[src/rtl/prog_launcher.sv]
// Launch sequencer: copies the program image into core data memory,
// pulses the core's init, then times the run until done or timeout.
module prog_launcher #(
    parameter int AW      = 8,
    parameter int DW      = 8,
    parameter int TIMEOUT = 4096
) (
    input  logic          clk,
    input  logic          rst_n,
    input  logic          start,
    output logic [AW-1:0] src_addr,
    input  logic [DW-1:0] src_rdata,
    output logic          dm_we,
    output logic [AW-1:0] dm_addr,
    output logic [DW-1:0] dm_wdata,
    output logic          core_init,
    input  logic          core_done,
    output logic [1:0]    prog_id,
    output logic          busy,
    output logic          done,
    output logic          timeout,
    output logic [15:0]   cycles
);

    typedef enum logic [2:0] {
        IDLE,
        LOAD,
        DRAIN,
        LAUNCH,
        RUN,
        FINISH
    } state_t;

    localparam logic [AW-1:0] A_FIRST = AW'(1);
    localparam logic [AW-1:0] A_LAST  = AW'(147);
    localparam logic [15:0]   TO_LAST = 16'(TIMEOUT - 1);

    state_t state;
    state_t nxt;

    logic last_addr;
    logic run_hit;
    logic run_tmo;

    function automatic logic [AW-1:0] next_addr(input logic [AW-1:0] a);
        logic [AW-1:0] n;
        unique case (1'b1)
            a == AW'(3):  n = AW'(6);
            a == AW'(6):  n = AW'(32);
            a == AW'(95): n = AW'(128);
            default:      n = a + AW'(1);
        endcase
        return n;
    endfunction

    assign last_addr = (src_addr == A_LAST);

    // A stale done from the previous run is masked while cycles is still 0.
    assign run_hit = (state == RUN) && (cycles != 16'd0) && core_done;
    assign run_tmo = (state == RUN) && !run_hit && (cycles == TO_LAST);

    // Write data passes the image read straight through while writing.
    assign dm_wdata = dm_we ? src_rdata : '0;

    always_ff @(posedge clk or negedge rst_n) begin
        if (!rst_n) begin
            state <= IDLE;
        end else begin
            state <= nxt;
        end
    end

    always_comb begin
        nxt = state;
        unique case (state)
            IDLE:    if (start) nxt = LOAD;
            LOAD:    if (last_addr) nxt = DRAIN;
            DRAIN:   nxt = LAUNCH;
            LAUNCH:  nxt = RUN;
            RUN:     if (run_hit || run_tmo) nxt = FINISH;
            FINISH:  nxt = IDLE;
            default: nxt = IDLE;
        endcase
    end

    always_ff @(posedge clk or negedge rst_n) begin
        if (!rst_n) begin
            src_addr  <= '0;
            dm_we     <= 1'b0;
            dm_addr   <= '0;
            core_init <= 1'b0;
            prog_id   <= 2'd0;
            busy      <= 1'b0;
            done      <= 1'b0;
            timeout   <= 1'b0;
            cycles    <= 16'd0;
        end else begin
            dm_we <= (state == LOAD);
            done  <= (nxt == FINISH);
            if (state == LOAD) begin
                dm_addr <= src_addr;
            end
            unique case (state)
                IDLE: begin
                    if (start) begin
                        src_addr  <= A_FIRST;
                        busy      <= 1'b1;
                        core_init <= 1'b1;
                        cycles    <= 16'd0;
                        timeout   <= 1'b0;
                        if (prog_id == 2'd3 || prog_id == 2'd0) begin
                            prog_id <= 2'd1;
                        end else begin
                            prog_id <= prog_id + 2'd1;
                        end
                    end
                end
                LOAD: begin
                    if (!last_addr) begin
                        src_addr <= next_addr(src_addr);
                    end
                end
                DRAIN: begin
                    core_init <= 1'b0;
                end
                RUN: begin
                    if (!run_tmo && cycles != 16'hFFFF) begin
                        cycles <= cycles + 16'd1;
                    end
                    if (run_tmo) begin
                        timeout <= 1'b1;
                    end
                    if (run_hit || run_tmo) begin
                        busy <= 1'b0;
                    end
                end
                default: begin
                end
            endcase
        end
    end

endmodule

[config.mk]
export PLATFORM = sky130hd
export DESIGN_NAME = prog_launcher
export DESIGN_NICKNAME = d
export VERILOG_FILES = /design/src/rtl/prog_launcher.sv
export SDC_FILE = /design/constraint.sdc
export NUM_CORES = 1
export LEC_CHECK = 0
export BUFFER_PORTS_ARGS = -buffer_cell sky130_fd_sc_hd__buf_4
export CORE_UTILIZATION = 35
export CTS_CLUSTER_SIZE = 25
export DETAILED_ROUTE_END_ITERATION = 8
export PLACE_DENSITY = 0.56
export SYNTH_ARGS = -nofsm -noshare
export SYNTH_HDL_FRONTEND = slang
export SYNTH_SLANG_ARGS = --single-unit
[constraint.sdc]
create_clock -name clk -period 6 [get_ports clk]
set_input_delay 1.5 -clock clk [delete_from_list [all_inputs] [get_ports clk]]
set_output_delay 1.5 -clock clk [all_outputs]
set_load 0.1 [all_outputs]
==> impl_metrics.json <==
{
  "powerDensity_nw_per_um2": 192,
  "tightest_slew_ns": 0.636,
  "r2r_end": "cycles[3]$_DFFE_PN0P_",
  "grt_pass1_vias": 1881,
  "netlist_area_um2": 2300,
  "final_hold_viol_count": 0,
  "crit_required_ns": 4.50,
  "max_freq_ghz": 0.288,
  "synth-async-reset-ratio_pct": 100,
  "synth_compound_area_share_pct": 17.8,
  "endpoint_kind": "output port",
  "startpoint": "src_rdata[7]",
  "cts.sinks": 42,
  "final_core_util_pct": 45.4,
  "min_path_type": "reg -> reg",
  "io_buffers": 58,
  "ys_seq_area_share_pct": 45.8,
  "drv_slew": 0,
  "irDropWorstVdd_mv": 0.118,
  "wl_met2_um": 2470,
  "numCtsBuffers": 5,
  "m1WireLength_um": 2780,
  "postSynthAreaPerCell_um2": 9.78,
  "routedWlPerCell_um": 15.3,
  "start_kind": "primary input",
  "finalSetupViolCount": 0,
  "die_h_um": 83.0,
  "num_rows": 29,
  "post-synth-top-area-fraction_pct": 45.8,
  "antenna_found_initial": 0,
  "routed_via_density": 5.47,
  "critPathKind": "in -> out",
  "crit_fanout": 1,
  "grt_max_degree": 43,
  "tns_ns": 0,
  "syn_inst": 235,
  "cts_root_buffer": "clkbuf_8",
  "layout-drive-gt1-share_pct": 29.3,
  "diodes": 0,
  "drv_cap": 0,
  "synth_top_family_by_area": "simple AND/OR/NAND/NOR gates",
  "die_w_um": 83.0,
  "relSlewSlack_pct": 57.5,
  "synth-edff-count": 0,
  "ctsLongestPathBuffers": 2,
  "cts_hold_buf": 0,
  "finalCritPeriodShare_pct": 57.9,
  "static-leakage-power_uw": 0.00129,
  "die_area_um2": 6890,
  "coreArea_um2": 6350,
  "synth_ff_type": "dfrtp_1",
  "status": "finished clean",
  "wl_um": 5610,
  "areaGrowthSynthToFinish_pct": 25.5,
  "clk_latency_ns": 0.30,
  "layout.nets": 306,
  "track_usage_pct": 16.7,
  "regToRegSetupSlack_ns": 3.48,
  "drt_first_pass_iters": 5,
  "synthAdderAreaFrac_pct": 2.72,
  "seq_area_um2": 1050,
  "ios": 59,
  "fin_worst_skew_ns": 0.00741,
  "ys.warnings.count": 0,
  "synth_seq_cells": 42,
  "hpwl_um": 3860,
  "synth_mux_area_share_pct": 6.64,
  "grt_first_pass_wirelength_um": 9360,
  "cts_resized": 0,
  "post_cts_buffers": 0,
  "drt.antenna.violating_nets": 0,
  "tritoncts": "built",
  "cts-htree-levels": 2,
  "n_fill_cell": 629,
  "yosys.area_share.simple_pct": 23.1,
  "clkTransAtPathRegs_ns": 0.08,
  "syn_nets": 252,
  "synth_commonest_cells": "dfrtp_1 (42), o21ai_0 (17), nor2_1 (15), a21oi_1 (14), nand2_1 (12)",
  "synth_area_leaders": "dfrtp_1 (46%), mux2_2 (4.9%), o21ai_0 (3.7%)",
  "yosys.area.top_type": "dfrtp_1",
  "fin_crit_ns": 3.48,
  "top_layer": "met4",
  "r2r_cells": 7,
  "num_vias": 2009,
  "overflow": 0,
  "synth_most_common_cell": "dfrtp_1",
  "rsz0062_at_grt": "false",
  "met3_length_um": 276,
  "routabilityCongestion": 0.783,
  "multiInputGateArea_um2": 1160,
  "start_util_pct": 36.2,
  "critical_path_arrival_ns": 1.98,
  "endpoint": "dm_wdata[7]",
  "drc": 0,
  "first_iter_violations": 174,
  "worstReg2RegStart": "cycles[0]$_DFFE_PN0P_",
  "synthXorXnorAreaFrac_pct": 0,
  "yosysUniqueCellTypes": 44
}
[cell usage in the layout, fill, tap and decap left out, drive strengths merged, types with 2 or more instances in the layout]
cell type / count
buf: 61
dfrtp: 42
o21ai: 17
nor2: 15
a21oi: 14
nand2: 12
mux2: 10
nand4: 9
nand3: 8
o31ai: 8
and2: 8
inv: 7
or3: 7
o211ai: 7
clkbuf: 7
and3: 6
nor3: 5
ha: 5
mux2i: 4
nor4b: 4
or4: 4
nor4: 3
nor2b: 3
a21o: 3
nor3b: 2
and4: 2
a211oi: 2
[layer usage]
metal	GRT usage, %	vias to the layer above
li1	-	984
met5	0	-
met2	25.0	56
met4	5.80	0
met3	4.37	6
met1	23.5	963
[worst min-delay path by stage]
stage | start | end | depth (start not counted)
floorplan | state[2]$_DFF_PN0_ | state[1]$_DFF_PN0_ | 1
global placement | timeout$_DFFE_PN0P_ | timeout$_DFFE_PN0P_ | 1
detailed placement | timeout$_DFFE_PN0P_ | timeout$_DFFE_PN0P_ | 1
CTS | timeout$_DFFE_PN0P_ | timeout$_DFFE_PN0P_ | 1
global route | dm_addr[2]$_DFFE_PN0P_ | dm_addr[2]$_DFFE_PN0P_ | 1
finish | timeout$_DFFE_PN0P_ | timeout$_DFFE_PN0P_ | 1
[metrics by stage]
stage                     std cells  setup WS (ns)  hold slack [ns]  total power (µW)  cell area (µm²)
after floorplan                 235           2.26            0.477               341             2300
after global placement          359           2.52            0.471               365             2790
after detailed placement        359           2.52            0.474               366             2790
after CTS                       367           2.52            0.504               561             2880
after global routing            367           2.49            0.532               576             2880
final                           367           2.52            0.496               554             2880
[worst max-delay path, stage by stage]
cell	delay, ns
buf_4	0.11
and2_1	0.14
buf_4	0.23
[kinds of logic (layout without fill, tap and decap cells)]
family	Yosys count	count (layout)
compound gates	61	61
fa+ha+maj	5	5
buf+inv	21	76
flops	42	42
simple gates	92	92
mux	14	14
[area by class of cell]
cell class | count | share of cell area [%]
Clock inverter | 1 | 0.174
Tap cell | 77 | 3.34
Inverter | 7 | 0.911
Sequential cell | 42 | 36.4
Clock buffer | 7 | 2.99
Multi-Input combinational cell | 172 | 40.3
Timing Repair Buffer | 61 | 15.9
[power by group]
group          internal, µW  leakage, µW  switching (µW)  total [µW]
clock network          93.0    0.0000482             102         195
logic                  19.4     0.000717            46.3        65.6
registers               287     0.000521            6.22         293
total                   400      0.00129             154         554
[registers in the layout (all words and copies together), names as in the netlist, 2 cells and up]
name and flops:
cycles 16, prog_id 2, state 3, src_addr 8
dm_addr 8
(Power assumes the default switching activity.)
